==> config.mk <==
export PLATFORM = sky130hd
export DESIGN_NAME = defect_qualify_flat
export DESIGN_NICKNAME = d
export VERILOG_FILES = /design/src/rtl/defect_qualify_pkg.sv /design/src/rtl/defect_qualify_if.sv /design/src/rtl/defect_qualify_chan.sv /design/src/rtl/defect_qualify.sv /design/src/flat_wrapper.sv
export SDC_FILE = /design/constraint.sdc
export NUM_CORES = 1
export LEC_CHECK = 0
export ABC_AREA = 1
export BUFFER_PORTS_ARGS = -buffer_cell sky130_fd_sc_hd__buf_2
export CORE_MARGIN = 3
export CORE_UTILIZATION = 64
export DETAILED_ROUTE_END_ITERATION = 8
export GPL_TIMING_DRIVEN = 0
export PLACE_DENSITY_LB_ADDON = 0.15
export RECOVER_POWER = 50
export SLEW_MARGIN = 25
export SYNTH_ARGS = -nofsm -noshare
export SYNTH_HDL_FRONTEND = slang
export SYNTH_HIERARCHICAL = 1
export SYNTH_SLANG_ARGS = --single-unit
==> constraint.sdc <==
create_clock -name clk -period 3.7 [get_ports clk]
set_input_delay 0.37 -clock clk [delete_from_list [all_inputs] [get_ports clk]]
set_output_delay 0.37 -clock clk [all_outputs]
set_load 0.05 [all_outputs]
==> src/rtl/defect_qualify_pkg.sv <==
// Shared types and constants for the defect sensor qualifier.
package defect_pkg;

  typedef enum logic [1:0] {
    IDLE  = 2'd0,
    QUAL  = 2'd1,
    LATCH = 2'd2
  } chan_state_e;

  localparam int unsigned CH_N = 0;
  localparam int unsigned CH_P = 1;
  localparam int unsigned CH_K = 2;
  localparam int unsigned N_CH = 3;

  // Number of channels asserting a qualification pulse this cycle.
  function automatic logic [1:0] popcount3(input logic [2:0] v);
    return 2'(v[0]) + 2'(v[1]) + 2'(v[2]);
  endfunction

endpackage

==> src/rtl/defect_qualify_if.sv <==
// Sensor inputs, clear request and qualified outputs of the defect qualifier.
interface defect_qualify_if #(
  parameter int unsigned EVT_W = 8
);

  logic             sns_n;
  logic             sns_p;
  logic             sns_k;
  logic             clr;
  logic             en_N;
  logic             en_P;
  logic             en_K;
  logic [EVT_W-1:0] evt_cnt;

  modport master (
    output sns_n, sns_p, sns_k, clr,
    input  en_N, en_P, en_K, evt_cnt
  );

  modport slave (
    input  sns_n, sns_p, sns_k, clr,
    output en_N, en_P, en_K, evt_cnt
  );

endinterface

==> src/rtl/defect_qualify_chan.sv <==
// One defect channel: two-FF synchroniser, debounce counter and sticky flag FSM.
module defect_chan
  import defect_pkg::*;
#(
  parameter int unsigned DEB_W   = 20,
  parameter int unsigned DEB_CNT = 500000
) (
  input  logic clk,
  input  logic rst,
  input  logic sns,
  input  logic clr,
  output logic flag,
  output logic qual_pulse_c
);

  localparam logic [DEB_W-1:0] CNT_LAST = DEB_W'(DEB_CNT - 1);

  logic             sync1;
  logic             s;
  chan_state_e      state;
  chan_state_e      state_nx;
  logic [DEB_W-1:0] cnt;
  logic [DEB_W-1:0] cnt_nx;
  logic             flag_nx;

  // Bring the asynchronous sensor line into the clk domain.
  always_ff @(posedge clk or negedge rst) begin
    if (!rst) begin
      sync1 <= 1'b0;
      s     <= 1'b0;
    end else begin
      sync1 <= sns;
      s     <= sync1;
    end
  end

  // State, debounce counter and flag registers.
  always_ff @(posedge clk or negedge rst) begin
    if (!rst) begin
      state <= IDLE;
      cnt   <= '0;
      flag  <= 1'b0;
    end else begin
      state <= state_nx;
      cnt   <= cnt_nx;
      flag  <= flag_nx;
    end
  end

  // Debounce: count consecutive synced-high cycles, latch until cleared with sensor low.
  always_comb begin
    state_nx     = state;
    cnt_nx       = cnt;
    flag_nx      = flag;
    qual_pulse_c = 1'b0;
    case (state)
      IDLE: begin
        if (s) begin
          state_nx = QUAL;
          cnt_nx   = DEB_W'(1);
        end else begin
          cnt_nx   = '0;
        end
      end
      QUAL: begin
        if (!s) begin
          state_nx = IDLE;
          cnt_nx   = '0;
        end else if (cnt == CNT_LAST) begin
          state_nx     = LATCH;
          flag_nx      = 1'b1;
          qual_pulse_c = 1'b1;
        end else begin
          cnt_nx = cnt + DEB_W'(1);
        end
      end
      LATCH: begin
        flag_nx = 1'b1;
        // A clear is only honoured once the defect has gone away.
        if (clr && !s) begin
          state_nx = IDLE;
          flag_nx  = 1'b0;
          cnt_nx   = '0;
        end
      end
      default: begin
        state_nx = IDLE;
        flag_nx  = 1'b0;
        cnt_nx   = '0;
      end
    endcase
  end

endmodule

==> src/rtl/defect_qualify.sv <==
// Three-channel defect qualifier with a saturating qualified-event counter.
module defect_qualify
  import defect_pkg::*;
#(
  parameter int unsigned DEB_W   = 20,
  parameter int unsigned DEB_CNT = 500000,
  parameter int unsigned EVT_W   = 8
) (
  input  logic             clk,
  input  logic             rst,
  defect_qualify_if.slave  bus
);

  localparam int unsigned    SUM_W   = EVT_W + 2;
  localparam logic [SUM_W-1:0] EVT_MAX = SUM_W'({EVT_W{1'b1}});

  logic [N_CH-1:0]  sns_vec;
  logic [N_CH-1:0]  flag;
  logic [N_CH-1:0]  qual_c;
  logic [EVT_W-1:0] evt_q;
  logic [SUM_W-1:0] evt_sum_c;
  logic [EVT_W-1:0] evt_nx_c;

  assign sns_vec[CH_N] = bus.sns_n;
  assign sns_vec[CH_P] = bus.sns_p;
  assign sns_vec[CH_K] = bus.sns_k;

  // Independent qualifier per sensor.
  for (genvar i = 0; i < N_CH; i++) begin : g_chan
    defect_chan #(
      .DEB_W   (DEB_W),
      .DEB_CNT (DEB_CNT)
    ) u_chan (
      .clk          (clk),
      .rst          (rst),
      .sns          (sns_vec[i]),
      .clr          (bus.clr),
      .flag         (flag[i]),
      .qual_pulse_c (qual_c[i])
    );
  end

  // Add this cycle's qualifications, clamping at the counter's maximum.
  always_comb begin
    evt_sum_c = SUM_W'(evt_q) + SUM_W'(popcount3(qual_c));
    evt_nx_c  = evt_q;
    if (evt_sum_c > EVT_MAX) begin
      evt_nx_c = EVT_MAX[EVT_W-1:0];
    end else begin
      evt_nx_c = evt_sum_c[EVT_W-1:0];
    end
  end

  // Event counter register; only reset clears it.
  always_ff @(posedge clk or negedge rst) begin
    if (!rst) begin
      evt_q <= '0;
    end else begin
      evt_q <= evt_nx_c;
    end
  end

  assign bus.en_N    = flag[CH_N];
  assign bus.en_P    = flag[CH_P];
  assign bus.en_K    = flag[CH_K];
  assign bus.evt_cnt = evt_q;

endmodule

==> src/flat_wrapper.sv <==
// flat-port wrapper written by rule: the top's interface ports become plain ports
module defect_qualify_flat import defect_pkg::*;
#(
  parameter int unsigned DEB_W   = 20,
  parameter int unsigned DEB_CNT = 500000,
  parameter int unsigned EVT_W   = 8
)
  (clk, rst, bus_sns_n, bus_sns_p, bus_sns_k, bus_clr, bus_en_N, bus_en_P, bus_en_K, bus_evt_cnt);
  defect_qualify_if #(.EVT_W(EVT_W)) bus_i ();
  input  logic clk;
  input  logic rst;
  input wire logic [$bits(bus_i.sns_n)-1:0] bus_sns_n;
  input wire logic [$bits(bus_i.sns_p)-1:0] bus_sns_p;
  input wire logic [$bits(bus_i.sns_k)-1:0] bus_sns_k;
  input wire logic [$bits(bus_i.clr)-1:0] bus_clr;
  output wire logic [$bits(bus_i.en_N)-1:0] bus_en_N;
  output wire logic [$bits(bus_i.en_P)-1:0] bus_en_P;
  output wire logic [$bits(bus_i.en_K)-1:0] bus_en_K;
  output wire logic [$bits(bus_i.evt_cnt)-1:0] bus_evt_cnt;
  assign bus_i.sns_n = bus_sns_n;
  assign bus_i.sns_p = bus_sns_p;
  assign bus_i.sns_k = bus_sns_k;
  assign bus_i.clr = bus_clr;
  assign bus_en_N = bus_i.en_N;
  assign bus_en_P = bus_i.en_P;
  assign bus_en_K = bus_i.en_K;
  assign bus_evt_cnt = bus_i.evt_cnt;
  defect_qualify #(.DEB_W(DEB_W), .DEB_CNT(DEB_CNT), .EVT_W(EVT_W)) u_core (.clk(clk), .rst(rst), .bus(bus_i));
endmodule
# Yosys cells after proc, flatten, opt, wreduce, memory -nomap -nowiden
# Index checks and enable logic that the tools add are counted.
word_totals:
  regBits: 83
  latchBits: 0
  mem_bits_rw: 0
  romBits: 0
  inputBits: 6
  out_inout_bits: 11
  n_memories: 0
op_classes:
  addsub: 6
  n_mul: 0
  div: 0
  magnitude_cmp: 1
  n_eq_ne: 27
  n_shift: 0
  mux: 52
  bitwise_logic: 3
  reduce_logical: 18
ops:
  columns: ["op", "n"]
  rows:
  - ["20-bit 2-to-1 mux", 9]
  - ["20-bit one-hot mux with 3 select lines", 3]
  - ["20-bit by 1-bit adder with 20-bit output (second input constant)", 3]
  - ["20-bit by 19-bit == test with 1-bit output (second input constant)", 3]
  - ["2-bit 2-to-1 mux", 12]
  - ["2-bit inequality test (second input constant)", 12]
  - ["1-bit 2-to-1 mux", 21]
  - ["3-bit inequality test (second input constant)", 6]
  - ["2-bit one-hot mux with 3 select lines", 3]
  - ["3-bit AND reduction", 6]
  - ["10-bit by 8-bit > comparator with 1-bit output (second input constant)", 1]
  - ["8-bit by 2-bit adder with 9-bit output", 1]
  - ["1-bit one-hot mux with 3 select lines", 3]
  - ["8-bit 2-to-1 mux", 1]
  - ["2-bit by 1-bit == test with 1-bit output (second input constant)", 3]
  - ["2-bit == test (second input constant)", 3]
  - ["2-bit zero test", 3]
  - ["2-bit AND reduction", 3]
  - ["1-bit logical AND", 3]
  - ["1-bit zero test", 3]
  - ["1-bit NOT", 3]
  - ["1-bit by 1-bit adder with 2-bit output", 1]
  - ["2-bit by 1-bit adder with 2-bit output", 1]

# Logic depth before layout (Yosys ltp)
# Gate-level depths: netlist (run 1).
logic_depth:
  ltp_word: 9
  depth_mapped: 15
  ltp_nobuf: 15

# By module
# The synthesis (run 1) kept the hierarchy.
modules_own_cells:
  columns: ["mod", "n_inst", "cells_each", "area_per_inst_um2", "seq_area_each_um2"]
  rows:
  - ["defect_chan at u_core.g_chan[0].u_chan ...", 2, 263, 1834.3, 625.6]
  - ["defect_chan at u_core.g_chan[1].u_chan", 1, 264, 1846.8, 625.6]
  - ["defect_qualify", 1, 57, 478.0, 200.2]

# Worst setup path after synthesis (run 1)
# No wires, ideal clock.
synth_path:
  path_kind: "register to register"
  startpoint: "register u_core.g_chan[0].u_chan.cnt[0]"
  endpoint: "register u_core.evt_q[2] (netlist: u_core/bus.evt_cnt[2])"
  setup_time_ps: 129
  arrival_ps: 2466
  setup_slack_ps: 1104
  path_stages_with_launch: 15
  n_path_buf: 0
  synth_period_minus_slack_ps: 2596
  path_cell_list: "dfrtp_1 ha_1 nand2_1 nor2_1 nand3_1 nor3_1 fa_1 ha_1 inv_1 fa_1 inv_1 nand2_1 nor2_4 nand3_4 o21ai_0"
synth_via:
  elab_chain_len: 9
synth_lines:
  columns: ["element", "line_no", "source"]
  rows:
  - ["start, declared", "defect_qualify_chan.sv:22", "logic [DEB_W-1:0] cnt;"]
  - ["start signal, assigned", "defect_qualify_chan.sv:45", "cnt <= cnt_nx;"]
  - ["20-bit by 19-bit == test with 1-bit output (*)", "defect_qualify_chan.sv:69", "end else if (cnt == CNT_LAST) begin"]
  - ["1-bit 2-to-1 mux (*)", "defect_qualify_chan.sv:69", null]
  - ["1-bit 2-to-1 mux (*)", "defect_qualify_chan.sv:66", "if (!s) begin"]
  - ["1-bit 2-to-1 mux (*)", "defect_qualify_chan.sv:56", "case (state)"]
  - ["via u_core.qual_c[0]", "defect_qualify.sv:19", "logic [N_CH-1:0] qual_c;"]
  - ["1-bit by 1-bit adder with 2-bit output (*)", "defect_qualify_pkg.sv:17", "return 2'(v[0]) + 2'(v[1]) + 2'(v[2]);"]
  - ["2-bit by 1-bit adder with 2-bit output (*)", "defect_qualify_pkg.sv:17", null]
  - ["8-bit by 2-bit adder with 9-bit output (*)", "defect_qualify.sv:45", "evt_sum_c = SUM_W'(evt_q) + SUM_W'(popcount3(qual_c));"]
  - ["10-bit by 8-bit > comparator with 1-bit output", "defect_qualify.sv:47", "if (evt_sum_c > EVT_MAX) begin"]
  - ["8-bit 2-to-1 mux (*)", "defect_qualify.sv:47", null]
  - ["via u_core.evt_nx_c[2]", "defect_qualify.sv:22", "logic [EVT_W-1:0] evt_nx_c;"]
  - ["end signal, assigned", "defect_qualify.sv:59", "evt_q <= evt_nx_c;"]
  - ["end, declared", "defect_qualify.sv:20", "logic [EVT_W-1:0] evt_q;"]
# The timed path passes the listed nets; every way through them passes the cells marked *.
# A chain may end at the register's enable or synchronous reset.

# Worst setup path after layout (run 1)
layout_path:
  startpoint: "register u_core.g_chan[2].u_chan.cnt[0]"
  endpoint: "register u_core.evt_q[4] (netlist: u_core/bus.evt_cnt[4])"
layout_via:
  elab_chain_len: 8
layout_lines:
  columns: ["element", "line_no"]
  rows:
  - ["start, declared", "defect_qualify_chan.sv:22"]
  - ["start signal, assigned", "defect_qualify_chan.sv:45"]
  - ["20-bit by 19-bit == test with 1-bit output (*)", "defect_qualify_chan.sv:69"]
  - ["1-bit 2-to-1 mux (*)", "defect_qualify_chan.sv:69"]
  - ["1-bit 2-to-1 mux (*)", "defect_qualify_chan.sv:66"]
  - ["1-bit 2-to-1 mux (*)", "defect_qualify_chan.sv:56"]
  - ["via u_core.qual_c[2]", "defect_qualify.sv:19"]
  - ["2-bit by 1-bit adder with 2-bit output (*)", "defect_qualify_pkg.sv:17"]
  - ["8-bit by 2-bit adder with 9-bit output (*)", "defect_qualify.sv:45"]
  - ["10-bit by 8-bit > comparator with 1-bit output", "defect_qualify.sv:47"]
  - ["8-bit 2-to-1 mux (*)", "defect_qualify.sv:47"]
  - ["via u_core.evt_nx_c[4]", "defect_qualify.sv:22"]
# Marks and branches as above.

==> results.cfg, run 1 <==
[outcome]
outcome = finished with violations
violations = max-capacitance violations, max-slew violations

[synthesis]
yosys-top-cells-area = dfrtp_1 35%, nand2_1 13%, nand4_1 6.7%
synth-seq-cells = 83
ys_types = 39
syn_inst = 847
synthesis.nets = 869
synth.cell_area_sq_um = 5990
synth-edff-count = 0
ys_seq_area_frac = 0.347
netlist_top_cells_count = 207 x nand2_1, 104 x nor2_1, 103 x inv_1
ys.flop_type = dfrtp_1
synth.most_common_cell = nand2_1
yosysTopAreaCell = dfrtp_1
avgSynthCellArea_sq_um = 7.08
async_reset_ff_frac = 1.00
synth_top_area_share = 0.347
ys_warn_count = 6

[clock_tree]
root_buffer = clkbuf_8
clkSinkCount = 83
numCtsBuffers = 9
postCtsResizedCells = 0
htree_levels = 3
cts_buffer_depth = 2
cts_tree = done
clkLatencyLatePin_ns = 0.36
cts_setup_buffers = 0
clk_pin_slew_ns = 0.09

[grt]
grt_use_met2 = 0.477
grt_max_degree = 47
track_usage = 0.299
grt-ovfl-total = 0
use_met3 = 0.0406
grtUsageMet1 = 0.414
grt_pass1_wl_um = 25100
antenna_found_initial = 0
gr-max-usage-layer = met2
first_global_vias = 5384

[floorplanning]
pin_count = 17
die_w_um = 103
core-area_sq_um = 8890
start_util = 0.674
dieArea_sq_um = 10600
die_y_um = 103
num_rows = 34

[pwr]
peakVddDrop_uv = 241
p_per_area_nw_per_um2 = 345
p_leak_nw = 2.90

[worst_setup_path]
crit_family = adder cells
cp_num_buf_inv = 2
reg2reg_slack_ns = 0.58
critPathCaptureType = flop
slowest_delay_ns = 0.49
critical_path_required_ns = 3.95
critPathArrivalTime_ns = 3.37
cp_cell_sequence = ha_1 -> nand2_1 -> nor2_1 -> nand3_1 -> nor3_1 -> fa_1 -> ha_1 -> inv_1 -> fa_1 -> inv_1 -> nand2_1 -> nor2_4 -> nand3_4 -> o21ai_0
path_max_fanout = 7
cp_slowest_cell = fa_1
cp-start-kind = flop
crit_type = flop to flop

[sta]
relSlewSlack = -0.463
worst_pin_slew_ns = 2.19
setup_violations = 0
period_needed_ns = 3.12
whs_ns = 0.108
rsz0062_at_grt = false
hold_viol = 0
skew_ns = 0.0118
clock.fmax_mhz = 320
fin_crit_sh = 0.844
tns_ns = 0
finalMaxSlewViolations = 38

[placed_design]
hpwl_um = 11300
portBuffers = 16
gp_congestion = 0.971

[route]
viasPerCell = 5.81
drc = 0
ant_nets = 0
drt_wl_total_um = 15000
drt_iter0_markers = 369
wire_per_inst_um = 15.1
drt_first_pass_iters = 5
vias = 5749

[final_layout]
n_fill_cell = 708
syn2layout_area_growth_pct = 7.91
num-nets-final = 898
drive_gt1_frac = 0.133
diodes = 0

[hold_path]
hold_path.class = input pin to flop

[run]
cap_viol_max_count = 1
repair_timing:
item                                    CTS  global route
hold buffers                              1             0
endpoints found under the hold margin    37             0
endpoints found under the setup margin    0             0
cell type report:
class                      count  area (sq um)  area share
clock buffer                   9           124      0.0192
tap                          108           135      0.0209
multi-input combinational    621          3270       0.506
sequential                    83          2080       0.321
inverter                     113           424      0.0656
buffer                        30           223      0.0344
clock inverter                 7           100      0.0155
timing repair buffer          18           115      0.0178
where the power goes:
group	internal [mW]	leakage (nW)	switching [mW]
clock	0.386	0.108	0.357
combinational	0.133	1.66	0.340
sequential	0.955	1.13	0.0600
total	1.47	2.90	0.758
final timing paths:
path,start,to,cells past startpoint
max,u_core/g_chan[2].u_chan/cnt[0],u_core/bus.evt_cnt[4],14
min,bus_sns_n,u_core/g_chan[0].u_chan/sync1,1
max reg2reg,u_core/g_chan[2].u_chan/cnt[0],u_core/bus.evt_cnt[4],14
min reg2reg,u_core/g_chan[2].u_chan/sync1,u_core/g_chan[2].u_chan/s,0
max in group asynchronous,rst,u_core/g_chan[1].u_chan/cnt[1],2
min in group asynchronous,rst,u_core/g_chan[1].u_chan/cnt[12],2
kinds of logic after synthesis:
group	Yosys count	share of synthesized area
adders and majority gates	16	0.0359
AOI/OAI and AO/OA	66	0.0710
DFF	83	0.347
and+or+nand+nor	524	0.417
xor gates and xnor gates	15	0.0219
buffers and inverters	143	0.108
layer usage:
layer	wire length, um	vias to the layer above
li1	-	2828
met1	6630	2700
met2	7040	194
met3	982	25
met4	273	2
met5	30	-
placed cells by master (no fill, tap or decap), types with 3 or more instances in the layout:
cell type	count
a21oi_1	3
buf_1	4
buf_12	4
buf_2	24
buf_6	3
clkbuf_1	7
clkbuf_8	9
clkinv_1	5
dfrtp_1	83
ha_1	14
inv_1	103
inv_2	5
nand2_1	207
nand2_2	13
nand3_1	79
nand4_1	64
nand4_4	3
nor2_1	104
nor2_2	9
nor2_4	4
nor3_1	21
nor3_2	4
nor3b_1	6
nor4_1	3
o21ai_0	21
o21ai_1	13
o21ai_2	20
o21bai_1	3
xor2_1	15
flip-flops by register name (all words and copies together), names as in the netlist:
name                        count
u_core/g_chan.u_chan/s          3
u_core/bus.evt_cnt              8
u_core/g_chan.u_chan/flag       3
u_core/g_chan.u_chan/state      6
u_core/g_chan.u_chan/sync1      3
u_core/g_chan.u_chan/cnt       60
metrics by stage:
stage / total power [mW] / setup slack, ns / instance area, sq um / utilization / std cells
6_report: 2.23 / 0.578 / 6470 / 0.727 / 989
5_1_grt: 2.35 / 0.343 / 6470 / 0.727 / 989
4_1_cts: 2.25 / 0.588 / 6470 / 0.728 / 989
3_5_place_dp: 1.49 / 0.624 / 6240 / 0.702 / 972
3_3_place_gp: 1.46 / 0.694 / 6210 / 0.698 / 971
2_1_floorplan: 1.34 / 1.10 / 5990 / - / 847
No activity file was read; power rests on OpenSTA's default activity.
==> run 2: changes to the inputs <==
--- a/config.mk
+++ b/config.mk
@@ -8,7 +8,7 @@
 export ABC_AREA = 1
 export BUFFER_PORTS_ARGS = -buffer_cell sky130_fd_sc_hd__buf_2
 export CORE_MARGIN = 3
-export CORE_UTILIZATION = 64
+export CORE_UTILIZATION = 57
 export DETAILED_ROUTE_END_ITERATION = 8
 export GPL_TIMING_DRIVEN = 0
 export PLACE_DENSITY_LB_ADDON = 0.15
==> constraint.sdc (replaced) <==
create_clock -name clk -period 2.8 [get_ports clk]
set_input_delay 0.28 -clock clk [delete_from_list [all_inputs] [get_ports clk]]
set_output_delay 0.28 -clock clk [all_outputs]
set_load 0.05 [all_outputs]
==> results.cfg, run 2 (synthesis results as in run 1) <==
[outcome]
violations = max-capacitance violations, max-slew violations
outcome = finished with violations

[floorplanning]
core-area_sq_um = 10000
die_w_um = 109
pin_count = 17
start_util = 0.599
dieArea_sq_um = 11800
die_y_um = 109
num_rows = 36

[pwr]
peakVddDrop_uv = 440
power_mw = 2.89
p_leak_nw = 3.02
p_per_area_nw_per_um2 = 428

[route]
drt_wl_total_um = 15500
wire_per_inst_um = 15.0
drc = 0
viasPerCell = 5.61
drt_first_pass_iters = 5
drt_iter0_markers = 428
vias = 5799
ant_nets = 0

[clock_tree]
cts_tree = done
root_buffer = clkbuf_8
clk_pin_slew_ns = 0.10
clkSinkCount = 83
htree_levels = 3
numCtsBuffers = 9
cts_buffer_depth = 2
clkLatencyLatePin_ns = 0.39

[final_layout]
mostFrequentLayoutCell = nand2_1
final_cell_mix = 202 x nand2_1, 102 x nor2_1, 100 x inv_1
largest_register_ffs = 60
final_cells = 1034
num-nets-final = 918
regMostFlops = u_core/g_chan.u_chan/cnt
n_fill_cell = 893
drive_gt1_frac = 0.179
diodes = 0
syn2layout_area_growth_pct = 12.7
final_core_util = 0.676

[grt]
grt_pass1_wl_um = 26100
grt-ovfl-total = 0
antenna_found_initial = 0
grt_max_degree = 56
first_global_vias = 5601
track_usage = 0.282

[run]
cap_viol_max_count = 1

[sta]
relSlewSlack = -0.172
period_needed_ns = 2.65
worst_pin_slew_ns = 1.76
tns_ns = 0
fin_crit_sh = 0.948
skew_ns = 0.00937
finalMaxSlewViolations = 29
setup_violations = 0
hold_viol = 0
setup_slack_ns = 0.145
clock.fmax_mhz = 377

[worst_setup_path]
cp_common_cell = nand2_1
critPathArrivalTime_ns = 2.94
cp_slowest_cell = fa_1
critical_path_required_ns = 3.08
cp_cell_sequence = ha_4 -> nand2_2 -> nor2_4 -> nand3_2 -> nor3_4 -> fa_1 -> ha_2 -> inv_1 -> fa_2 -> inv_2 -> nand2_2 -> nor2_4 -> nand2_1 -> nand2_1 -> nand2_1
crit_type = flop to flop
slowest_delay_ns = 0.54
path_max_fanout = 5
cp-start-kind = flop
critPathCaptureType = flop

[placed_design]
dp_slack_ns = -0.299
placed_cells = 997
portBuffers = 16
gp_congestion = 0.985
hpwl_um = 11200

[hold_path]
hold_path.class = input pin to flop
## run 2: changes by cell type in the layout (fill, tap and decap cells not counted), moves of 5 or more
cell,change
nor3_4,+5
nand2_1,-5
buf_4,+19
dfrtp_1,-6
dfrtp_2,+6
## run 2: report_power, final
group / internal [mW] / switching [mW]
Sequential: 1.27 / 0.0737
Combinational: 0.241 / 0.479
Clock: 0.334 / 0.501
## run 2: routing by layer
layer	vias to the layer above	track usage	share of wire
li1	2858	-	-
met3	33	0.0693	0.078
met2	209	0.445	0.47
met4	0	0.108	0.026
met5	-	0	0
met1	2699	0.373	0.43
## run 2: area by class of cell
class | count | area (sq um) | area share
plain buffers | 30 | 231 | 0.0343
inverters | 113 | 424 | 0.0628
well taps | 133 | 166 | 0.0246
repair buffers | 38 | 270 | 0.0400
clock inverters | 6 | 47.5 | 0.00704
multi-input cells | 621 | 3400 | 0.504
flip-flops and latches | 83 | 2080 | 0.309
clock buffers | 10 | 128 | 0.0189
## run 2: path summary, 6_finish.rpt
| kind | from | to | slack [ns] | depth (start not counted) |
|---|---|---|---|---|
| min | bus_sns_p | u_core/g_chan[1].u_chan/sync1 | 0.04 | 1 |
| min reg2reg | u_core/g_chan[2].u_chan/sync1 | u_core/g_chan[2].u_chan/s | 0.36 | 0 |
| max reg2reg | u_core/g_chan[0].u_chan/cnt[0] | u_core/bus.evt_cnt[6] | 0.15 | 15 |
| max in group asynchronous | rst | u_core/g_chan[2].u_chan/cnt[16] | 0.76 | 2 |
| max | u_core/g_chan[0].u_chan/cnt[0] | u_core/bus.evt_cnt[6] | 0.15 | 15 |
| min in group asynchronous | rst | u_core/g_chan[1].u_chan/cnt[10] | 0.89 | 2 |
## run 2: per-stage QoR
step           area, sq um  hold slack [ns]
4_1_cts               6520           0.0115
3_3_place_gp          6240            0.332
2_1_floorplan         5990          -0.0156
6_report              6760           0.0403
3_5_place_dp          6270            0.179
5_1_grt               6760           0.0220
## run 2: worst max-delay path: cells and delay by family, from the launching register on
family | cells | cell delay (ns)
adders and majority gates | 4 | 1.28
and+or+nand+nor | 9 | 0.67
DFF | 1 | 0.46
buffers and inverters | 2 | 0.14
## run 2: repair_timing
item / in CTS / in global routing
hold buffers: 3 / 0
setup buffers: 0 / 18
hold endpoints to repair: 30 / 0
resized for setup: 11 / 32
setup endpoints to repair: 8 / 8
pin swaps: 0 / 7
==> run 3: changes to the inputs <==
--- a/config.mk
+++ b/config.mk
@@ -5,10 +5,9 @@
 export SDC_FILE = /design/constraint.sdc
 export NUM_CORES = 1
 export LEC_CHECK = 0
-export ABC_AREA = 1
 export BUFFER_PORTS_ARGS = -buffer_cell sky130_fd_sc_hd__buf_2
 export CORE_MARGIN = 3
-export CORE_UTILIZATION = 57
+export CORE_UTILIZATION = 56
 export DETAILED_ROUTE_END_ITERATION = 8
 export GPL_TIMING_DRIVEN = 0
 export PLACE_DENSITY_LB_ADDON = 0.15
==> results.cfg, run 3 <==
[outcome]
outcome = finished with violations
violations = max-capacitance violations, max-slew violations, negative setup slack

[synthesis]
synthesis.nets = 551
netlist_top_cells_count = 83 x dfrtp_1, 73 x o21ai_0, 50 x nand2_1
ys_seq_area_frac = 0.436
yosysTopAreaCell = dfrtp_1
ys_warn_count = 6
ys.flop_type = dfrtp_1
avgSynthCellArea_sq_um = 9.00
syn_inst = 529
synth-seq-cells = 83
synth_top_area_share = 0.436
synth.cell_area_sq_um = 4760
synth-edff-count = 0
yosys-top-cells-area = dfrtp_1 44%, o21ai_0 7.7%, nand2_1 3.9%
ys_types = 60
synth.most_common_cell = dfrtp_1
async_reset_ff_frac = 1.00

[sta]
setup_violations = 3
hold_viol = 0
skew_ns = 0.0147
finalMaxSlewViolations = 33
rsz0062_at_grt = true
relSlewSlack = -0.254
tns_ns = -0.0496
period_needed_ns = 2.84
whs_ns = 0.0176
clock.fmax_mhz = 352
setup_slack_ns = -0.0398
fin_crit_sh = 1.01
worst_pin_slew_ns = 1.88

[final_layout]
mostFrequentLayoutCell = dfrtp_1
diodes = 0
drive_gt1_frac = 0.172
regMostFlops = u_core/g_chan.u_chan/cnt
num-nets-final = 594
regArea_sq_um = 2080
design_area_sq_um = 5440
largest_register_ffs = 60
multiInputGateArea_sq_um = 2590
n_fill_cell = 663
final_cell_mix = 77 x dfrtp_1, 73 x o21ai_0, 47 x nand2_1
syn2layout_area_growth_pct = 14.2

[floorplanning]
dieArea_sq_um = 9650
core-area_sq_um = 8220
start_util = 0.580
die_w_um = 98.2
die_y_um = 98.2
pin_count = 17
num_rows = 33

[clock_tree]
clk_pin_slew_ns = 0.09
cts_tree = done
root_buffer = clkbuf_8
cts_buffer_depth = 2
htree_levels = 3
clkSinkCount = 83
numCtsBuffers = 9
clkLatencyLatePin_ns = 0.37

[worst_setup_path]
rr_worst_depth = 12
cp-start-kind = flop
critPathArrivalTime_ns = 3.12
path_max_fanout = 4
r2r-start = u_core/g_chan[0].u_chan/cnt[0]
crit_type = flop to flop
reg2reg_slack_ns = -0.04
critPathCaptureType = flop
critical_path_required_ns = 3.08
r2r_end = u_core/bus.evt_cnt[6]

[grt]
track_usage = 0.234
antenna_found_initial = 0
grt_max_degree = 52
first_global_vias = 3936
grt_pass1_wl_um = 18900
grt-ovfl-total = 0

[placed_design]
hpwl_um = 7400
placed_cell_area_sq_um = 5010
gp_congestion = 0.892
dp_slack_ns = -0.373
portBuffers = 16

[route]
wire_per_inst_um = 16.3
drt_iter0_markers = 261
ant_nets = 0
vias = 4295
drc = 0
drt_first_pass_iters = 4
drt_wl_total_um = 11100
viasPerCell = 6.30

[hold_path]
hold_depth = 1
hold_end = u_core/g_chan[1].u_chan/sync1
hold_path.class = input pin to flop
worstHoldStart = bus_sns_p

[pwr]
peakVddDrop_uv = 343
p_leak_nw = 2.24
p_per_area_nw_per_um2 = 539

[run]
cap_viol_max_count = 1
==> run 3: worst max-delay path by stage <==
stage | start | slack, ns | end | cells past startpoint
floorplan | u_core/g_chan[2].u_chan/state[1] | 0.03 | u_core/bus.evt_cnt[6] | 12
global placement | u_core/g_chan[2].u_chan/state[1] | -0.30 | u_core/bus.evt_cnt[6] | 12
detailed placement | u_core/g_chan[2].u_chan/state[1] | -0.37 | u_core/bus.evt_cnt[6] | 12
CTS | u_core/g_chan[0].u_chan/cnt[1] | -0.02 | u_core/bus.evt_cnt[6] | 12
global route | u_core/g_chan[0].u_chan/cnt[0] | -0.13 | u_core/bus.evt_cnt[6] | 12
finish | u_core/g_chan[0].u_chan/cnt[0] | -0.04 | u_core/bus.evt_cnt[6] | 12
==> run 3: report_power, final <==
group | internal, mW | switching (mW) | total, mW
Combinational | 0.247 | 0.414 | 0.661
Sequential | 1.25 | 0.0441 | 1.30
Clock | 0.504 | 0.465 | 0.970
Total | 2.01 | 0.924 | 2.93
==> run 3: timing repair <==
| action | 4_1_cts | 5_1_grt |
|---|---|---|
| pin swaps | 5 | 7 |
| hold buffers | 1 | 0 |
| hold endpoints to repair | 32 | 0 |
| setup buffers | 14 | 6 |
| gates resized for setup | 19 | 7 |
| endpoints found under the setup margin | 8 | 8 |
==> run 3: cell families (layout without fill, tap and decap cells) <==
family / Yosys count / in the layout / share of synthesized area
buffers and inverters: 43 / 91 / 0.0355
and+or+nand+nor: 206 / 206 / 0.243
muxes: 2 / 2 / 0.00420
adders and majority gates: 16 / 16 / 0.0452
xor gates and xnor gates: 10 / 10 / 0.0184
AOI/OAI and AO/OA: 169 / 169 / 0.218
DFF: 83 / 83 / 0.436
==> run 3: metal layers <==
layer  track usage  wire (um)  up-vias
li1              -          -     2075
met1         0.350       5380     2096
met2         0.350       5070      112
met3        0.0429        581       12
met4        0.0662        106        0
met5             0          0        -
==> run 3: through the flow <==
stage	utilization	cells	power (mW)
after floorplan	-	529	1.73
after global placement	0.606	650	1.87
after detailed placement	0.610	651	1.89
after CTS	0.654	676	2.90
after global routing	0.662	682	3.08
final	0.662	682	2.93
==> run 3: cell type report <==
type	count	share of cell area
buffer	7	0.00621
sequential	83	0.383
inverter	30	0.0207
clock buffer	10	0.0235
timing repair buffer	38	0.0490
multi-input combinational	403	0.477
clock inverter	6	0.0163
tap	105	0.0242
==> run 3: worst max-delay path, stage by stage (launching register included) <==
cell,delay [ns]
dfrtp_1,0.39
ha_2,0.19
and4_1,0.17
nand4_1,0.12
or2_1,0.16
nor2_2,0.06
fa_1,0.54
ha_2,0.19
inv_2,0.04
fa_2,0.33
and4b_2,0.35
a21oi_2,0.06
a31oi_1,0.15
